<file path="src/rtl/upc_checkout_fsm.sv">
// Checkout checker: latches a UPC code and mark bit on each scan edge, then flags the item
// as discounted or stolen, keeps saturating item/discount counts, and holds a clearable alarm.
module upc_checkout_fsm #(
  parameter int                  UPC_W         = 3,
  parameter logic [2**UPC_W-1:0] DISCOUNT_MASK = 8'b1100_1010,
  parameter logic [2**UPC_W-1:0] PRICEY_MASK   = 8'b0011_0001,
  parameter int                  CNT_W         = 4,
  parameter int                  ALARM_HOLD    = 4
) (
  input  logic             clk,
  input  logic             reset,
  input  logic             scan,
  input  logic [UPC_W-1:0] upc,
  input  logic             mark,
  input  logic             clear,
  output logic [UPC_W-1:0] item_code,
  output logic             valid,
  output logic             discounted,
  output logic             stolen,
  output logic             alarm,
  output logic             busy,
  output logic [CNT_W-1:0] item_count,
  output logic [CNT_W-1:0] disc_count
);

  localparam int                HOLD_W    = (ALARM_HOLD > 1) ? $clog2(ALARM_HOLD) : 1;
  localparam logic [HOLD_W-1:0] HOLD_LOAD = HOLD_W'(ALARM_HOLD - 1);
  localparam logic [CNT_W-1:0]  CNT_MAX   = '1;

  typedef enum logic [1:0] {IDLE, EVAL, ALARM} state_t;

  state_t            state, next_state;
  logic              scan_q;
  logic              scan_edge;
  logic [UPC_W-1:0]  code_q;
  logic              mark_q;
  logic              disc, stol;
  logic [HOLD_W-1:0] hold;

  assign scan_edge = scan & ~scan_q;
  assign disc      = DISCOUNT_MASK[code_q];
  assign stol      = PRICEY_MASK[code_q] & ~mark_q;

  always_ff @(posedge clk or posedge reset) begin
    if (reset) state <= IDLE;
    else       state <= next_state;
  end

  // clear has priority over a scan edge arriving in the same IDLE cycle
  always_comb begin
    next_state = state;
    case (state)
      IDLE:    if (!clear && scan_edge) next_state = EVAL;
      EVAL:    next_state = stol ? ALARM : IDLE;
      ALARM:   if (clear && hold == '0) next_state = IDLE;
      default: next_state = IDLE;
    endcase
  end

  always_comb begin
    alarm = 1'b0;
    busy  = 1'b0;
    case (state)
      EVAL:    busy = 1'b1;
      ALARM: begin
        alarm = 1'b1;
        busy  = 1'b1;
      end
      default: ;
    endcase
  end

  always_ff @(posedge clk or posedge reset) begin
    if (reset) begin
      scan_q     <= 1'b0;
      code_q     <= '0;
      mark_q     <= 1'b0;
      hold       <= '0;
      item_code  <= '0;
      valid      <= 1'b0;
      discounted <= 1'b0;
      stolen     <= 1'b0;
      item_count <= '0;
      disc_count <= '0;
    end else begin
      // history always tracks scan, so edges seen while busy are simply lost
      scan_q <= scan;
      valid  <= 1'b0;
      case (state)
        IDLE: begin
          if (clear) begin
            item_count <= '0;
            disc_count <= '0;
          end else if (scan_edge) begin
            code_q <= upc;
            mark_q <= mark;
          end
        end
        EVAL: begin
          item_code  <= code_q;
          discounted <= disc;
          stolen     <= stol;
          valid      <= 1'b1;
          if (stol) begin
            hold <= HOLD_LOAD;
          end else begin
            if (item_count != CNT_MAX)         item_count <= item_count + 1'b1;
            if (disc && disc_count != CNT_MAX) disc_count <= disc_count + 1'b1;
          end
        end
        ALARM: begin
          if (hold != '0) begin
            hold <= hold - 1'b1;
          end else if (clear) begin
            item_count <= '0;
            disc_count <= '0;
            stolen     <= 1'b0;
          end
        end
        default: ;
      endcase
    end
  end

endmodule

</file>
<file path="config.mk">
export PLATFORM = sky130hd
export DESIGN_NAME = upc_checkout_fsm
export DESIGN_NICKNAME = d
export VERILOG_FILES = /design/src/rtl/upc_checkout_fsm.sv
export SDC_FILE = /design/constraint.sdc
export NUM_CORES = 1
export LEC_CHECK = 0
export ABC_AREA = 1
export BUFFER_PORTS_ARGS = -buffer_cell sky130_fd_sc_hd__buf_2
export CORE_MARGIN = 1
export CORE_UTILIZATION = 30
export CTS_CLUSTER_DIAMETER = 80
export CTS_CLUSTER_SIZE = 25
export DETAILED_ROUTE_END_ITERATION = 16
export PLACE_DENSITY_LB_ADDON = 0.2
export SYNTH_ARGS = -nofsm -noshare
export SYNTH_HDL_FRONTEND = slang
export SYNTH_SLANG_ARGS = --single-unit
</file>
<file path="constraint.sdc">
create_clock -name clk -period 1.5 [get_ports clk]
set_input_delay 0.3 -clock clk [delete_from_list [all_inputs] [get_ports clk]]
set_output_delay 0.3 -clock clk [all_outputs]
set_load 0.03 [all_outputs]
</file>
# Yosys cells after proc, flatten, opt, wreduce, memory -nomap -nowiden
# Memory sizes are Yosys's and may differ from the RTL's.
# Index checks and enable logic that the tools add are counted.
[word_totals] wordCells=76 register_bits=23 inputBits=8 out_inout_bits=16 rom_bits=16 memories=2
[classes] add_sub_neg=3 muxes=25 n_eq_ne=13 n_lt_le_gt_ge=1 reduce_logical=16 bitwise_logic=5
[memory_table] name="(no name shown)" words=8 word_bits=1 read_ports=1 rd_ports_with_merged_regs=0 wr=0 line="42" source="assign stol = PRICEY_MASK[code_q] & ~mark_q;"
[memory_table] name="(no name shown)" words=8 word_bits=1 read_ports=1 rd_ports_with_merged_regs=0 wr=0 line="41" source="assign disc = DISCOUNT_MASK[code_q];"
[ops] op="$mux 4" n=8
[ops] op="$pmux 4 s3" n=2
[ops] op="$ne 2x2->1 const B" n=9
[ops] op="$mux 2" n=5
[ops] op="$reduce_and 3->1" n=3
[ops] op="$add 4x1->4 const B" n=2
[ops] op="$ne 4x4->1 const B" n=2
[ops] op="$reduce_and 4->1" n=2
[ops] op="$mux 1" n=7
[ops] op="$pmux 2 s3" n=1
[ops] op="$logic_not 2->1" n=2
[ops] op="$lt 3x4->1 const B" n=1
[ops] op="$pmux 2 s2" n=1
[ops] op="$reduce_bool 2->1" n=2
[ops] op="$logic_and 1x1->1" n=3
[ops] op="$not 1->1" n=3
[ops] op="$reduce_bool 3->1" n=1
[ops] op="$and 1x1->1" n=2
[ops] op="$eq 2x1->1 const B" n=1
[ops] op="$eq 2x2->1 const B" n=1
[ops] op="$pmux 1 s2" n=1
[ops] op="$reduce_and 2->1" n=1
[ops] op="$reduce_or 2->1" n=1
[ops] op="$sub 2x1->2 const B" n=1
[ops] op="$logic_not 1->1" n=1

# Logic depth before layout (Yosys ltp)
[depth] ltp_word=6 ltp_mapped=10

# Least setup slack after synthesis
# Ideal clock, no wire load.
[synth_timing] path_kind="register to register" start="register state[0]" end="register disc_count[2]" path_buffers=0 stages_incl_launch_ff=11 path_slack_ns=0.005 setup_ns=0.065 arrival_time_ns=1.430 synth_period_minus_slack_ns=1.495 path_cell_list="dfrtp_1 -> inv_1 -> ha_1 -> inv_2 -> nor2_2 -> nor2_1 -> nand2_1 -> inv_2 -> nand2_2 -> nand2_1 -> nand2_1"
[synth_between] elab_chain_len=3 elab_cells_between_ends=9 classes_between="eq/ne (5); mux (1); reduce/logical (3)"
[synth_lines] element="start, declared" line="32" source="state_t state, next_state;"
[synth_lines] element="start signal, assigned" line="46" source="else state <= next_state;"
[synth_lines] element="$eq 2x1->1 (tied with other cells)" line="89" source="case (state)"
[synth_lines] element="$ne 2x2->1 (no source line) or $reduce_bool 3->1 (tied branches)"
[synth_lines] element="$reduce_and 4->1 (no source line)"
[synth_lines] element="end signal, assigned" line="108" source="if (disc && disc_count != CNT_MAX) disc_count <= disc_count + 1'b1;"
[synth_lines] element="end, declared" line="23" source="output logic [CNT_W-1:0] disc_count"
# Parallel ways exist; a longest one is shown, timed or not.
# A chain may end at the register's enable or synchronous reset.

# Worst setup path in the final report
[layout_timing] start="register state[1]" end="output port busy"
[layout_between] elab_chain_len=3 elab_cells_between_ends=4 classes_between="eq/ne (2); mux (1); reduce/logical (1)"
[layout_lines] element="$eq 2x2->1 or $eq 2x1->1 (tied branches)" line="63" source="case (state)"
[layout_lines] element="$reduce_or 2->1 (no source line) (*)"
[layout_lines] element="$mux 1 (*)" line="63"
[layout_lines] element="end, declared" line="21" source="output logic busy,"
# Mark *: on every way between the ends. The rest lies on a longest branch, timed or not.

==> flow_summary_export.csv <==
group,metric,value,unit
timing,worst_pin_slew,0.328,ns
synthesis,synth_top_family_by_area,"simple AND/OR/NAND/NOR gates",
synthesis,async_flop_share,1.00,
cts,cts-root-buf,"clkbuf_8",
global_route,grt.met1_usage,0.163,
global_route,top_usage_layer,"met2",
hold_path,hp-class,"input pin to async pin",
global_route,gr-total-overflow,0,
synthesis,yosys_warnings,0,
setup_path,worstSetupPathType,"flop to primary output",
cts,cts_buffers,3,
timing,max_freq,673,MHz
setup_path,required,1.20,ns
final_layout,fin_util,0.425,
drt,drt_iter0_markers,31,
floorplan,die_area,0.00423,sq mm
final_layout,multi_input_area,601,sq um
power,max-vdd-ir-drop,0.788,mV
cts,h-tree-depth,1,
final_layout,finalNetCount,202,
timing,rsz0062_at_grt,"true",
synthesis,synthMuxAreaShare,0,
final_layout,diodes,0,
cts,clk_path_buf_depth,2,
timing,skew,0.00155,ns
timing,hold_viol,0,
power,p_per_area,1940,mW/mm^2
synthesis,synth_seq_cells,23,
final_layout,regArea,577,sq um
global_route,grt.total_usage,0.128,
final_layout,area.growth.synth_to_final,33.7,%
synthesis,synth_fp_nets,163,
placement,post_dp_cell_area,0.00140,sq mm
floorplan,dieWidth,65.0,um
synthesis,synth_edf_count,0,
cts,clk_latency,0.26,ns
synthesis,synth.distinct_cells,20,
final_layout,fillers,401,
synthesis,synth_xor_xnor_area_share,0.00735,
timing,fin_tns_setup,0,ns
setup_path,cp_data_arrival_time,1.19,ns
synthesis,ys.flop_type,"dfrtp_1",
timing,post-route-period-util,0.991,
cts,cts_tree,"yes",
drt,avgViaCountPerCell,4.40,
final_layout,stdcell_area,0.00159,sq mm
global_route,grt_pass1_vias,960,
drt,via_count,1029,
timing,relSlewSlack,0.780,
flow_run,max-cap-violations,0,
synthesis,yosysMostFrequentCell,"nand2_1",
setup_path,crit_chain,"inv_2 -> buf_6 -> ha_4 -> buf_6",
synthesis,yosys.area.top_type,"dfrtp_1",
synthesis,synthAdderAreaFrac,0.0735,
global_route,grtUsageMet2,0.214,
cts,ctsHoldBuffers,0,
synthesis,syn_avg_cell_area,8.05,sq um
synthesis,synth_cells,148,
global_route,met3_usage,0.0440,
drt,detail_route.drc_violations,0,
floorplan,core-area,0.00374,sq mm
setup_path,slowest_delay,0.38,ns
synthesis,synth_top_area_frac,0.483,
synthesis,synth-seq-area-share,0.483,
floorplan,dieHeight,65.0,um
synthesis,synth_compound_area_frac,0.0756,
floorplan,io_pins,24,
global_route,grt_max_degree,24,
setup_path,end_kind,"primary output",
timing,slew_viol_final,0,
cts,clk_pin_slew,0.08,ns
final_layout,drive_gt1_frac,0.306,
power,p_leak,0.860,nW
synthesis,yosys.area_share.simple,0.291,
setup_path,cp_common_cell,"buf_6",
placement,hpwlAfterDp,1.76,mm
run_status,status,"complete, no violations",
synthesis,synthTopCellsByArea,"dfrtp_1 (48%), nand2_1 (14%), ha_1 (7.4%), inv_1 (5.4%), nand3_1 (5.0%)",
cts,clock_sinks,23,
drt,wire_per_inst,10.8,um
timing,min_period,1.49,ns
synthesis,synth_commonest_cells,"nand2_1 (45), dfrtp_1 (23), inv_1 (17)",
drt,wl,2.52,mm
drt,ant_nets,0,
drt,drt_pre_antenna_iters,4,
timing,setup_slack,0.0138,ns
setup_path,startpoint_type,"flop",
placement,routabilityCongestion,0.777,
timing,finalSetupViolCount,0,
floorplan,num_rows,22,
placement,place_ws,0.0171,ns
setup_path,critPathMaxFanout,2,
global_route,grt_pass1_wl,4.23,mm
placement,numPortBuffers,23,
setup_path,critPathSlowestCell,"dfrtp_1",
floorplan,initial_core_util,0.318,
global_route,antenna_found_initial,0,
synthesis,synth.cell_area,0.00119,sq mm
-- sequential cells by signal, summed over array words and instances, names as in the netlist --
signal      cells
disc_count      4
item_count      4
code_q          3
item_code       3
hold            2
state           2
discounted      1
mark_q          1
scan_q          1
stolen          1
valid           1
-- metal layers --
layer | wire length [um] | vias to the layer above
met5 | 0 | -
met4 | 0 | 0
met3 | 126 | 0
met2 | 1180 | 19
met1 | 1210 | 466
li1 | - | 544
-- stage by stage --
step / std cells / total power [W] / hold slack (ns)
final: 234 / 0.00310 / 0.0629
after global routing: 234 / 0.00336 / 0.0892
after CTS: 230 / 0.00290 / 0.0700
after detailed placement: 224 / 0.00239 / 0.362
after global placement: 224 / 0.00236 / 0.353
after floorplan: 148 / 0.00199 / 0.302
-- critical path, delay by kind of cell (launching register included) --
family     cells  cell delay, ns
fa+ha+maj      1            0.26
buf+inv        3            0.28
flops          1            0.38
-- layout by cell type, fill, tap and decap left out, drive strengths merged --
master and n:
a21oi 4, buf 35, clkbuf 4, dfrtp 23, ha 7, inv 20
nand2 47, nand3 14, nand4 3, nor2 13, o21ai 12, o22ai 1
or2 2, xnor2 1
-- timing repair --
| item | in CTS | in global routing |
|---|---|---|
| buffers inserted | 2 | 4 |
| resized for setup | 9 | 15 |
| pin swaps | 1 | 5 |
| endpoints found under the setup margin | 3 | 10 |
-- where the power goes --
part / internal, W / total, W / switching (W)
registers: 0.000837 / 0.00100 / 0.000165
clock network: 0.000190 / 0.000377 / 0.000188
logic: 0.000671 / 0.00172 / 0.00105
total: 0.00170 / 0.00310 / 0.00140
-- layout make-up --
type                       count  share of cell area
timing repair buffer          35               0.141
clock buffer                   4              0.0283
sequential                    23               0.362
inverter                      20              0.0534
multi-input combinational    104               0.377
tap                           48              0.0377
-- path summary, 6_finish.rpt --
path,cells past startpoint,from,slack [ns],to
min reg2reg,2,item_code[0],0.47,item_code[0]
max in group asynchronous,3,reset,1.19,state[0]
min in group clk,1,scan,0.17,scan_q
min,3,reset,0.06,item_count[1]
max reg2reg,10,state[1],0.05,disc_count[3]
max,4,state[1],0.01,busy
-- kinds of logic after synthesis --
kind of cell,after synthesis
AOI/OAI and AO/OA,17
xor gates and xnor gates,1
adders and majority gates,7
buffers and inverters,21
DFF,23
and+or+nand+nor,79
Note: power is estimated with default switching activity, not from simulation.
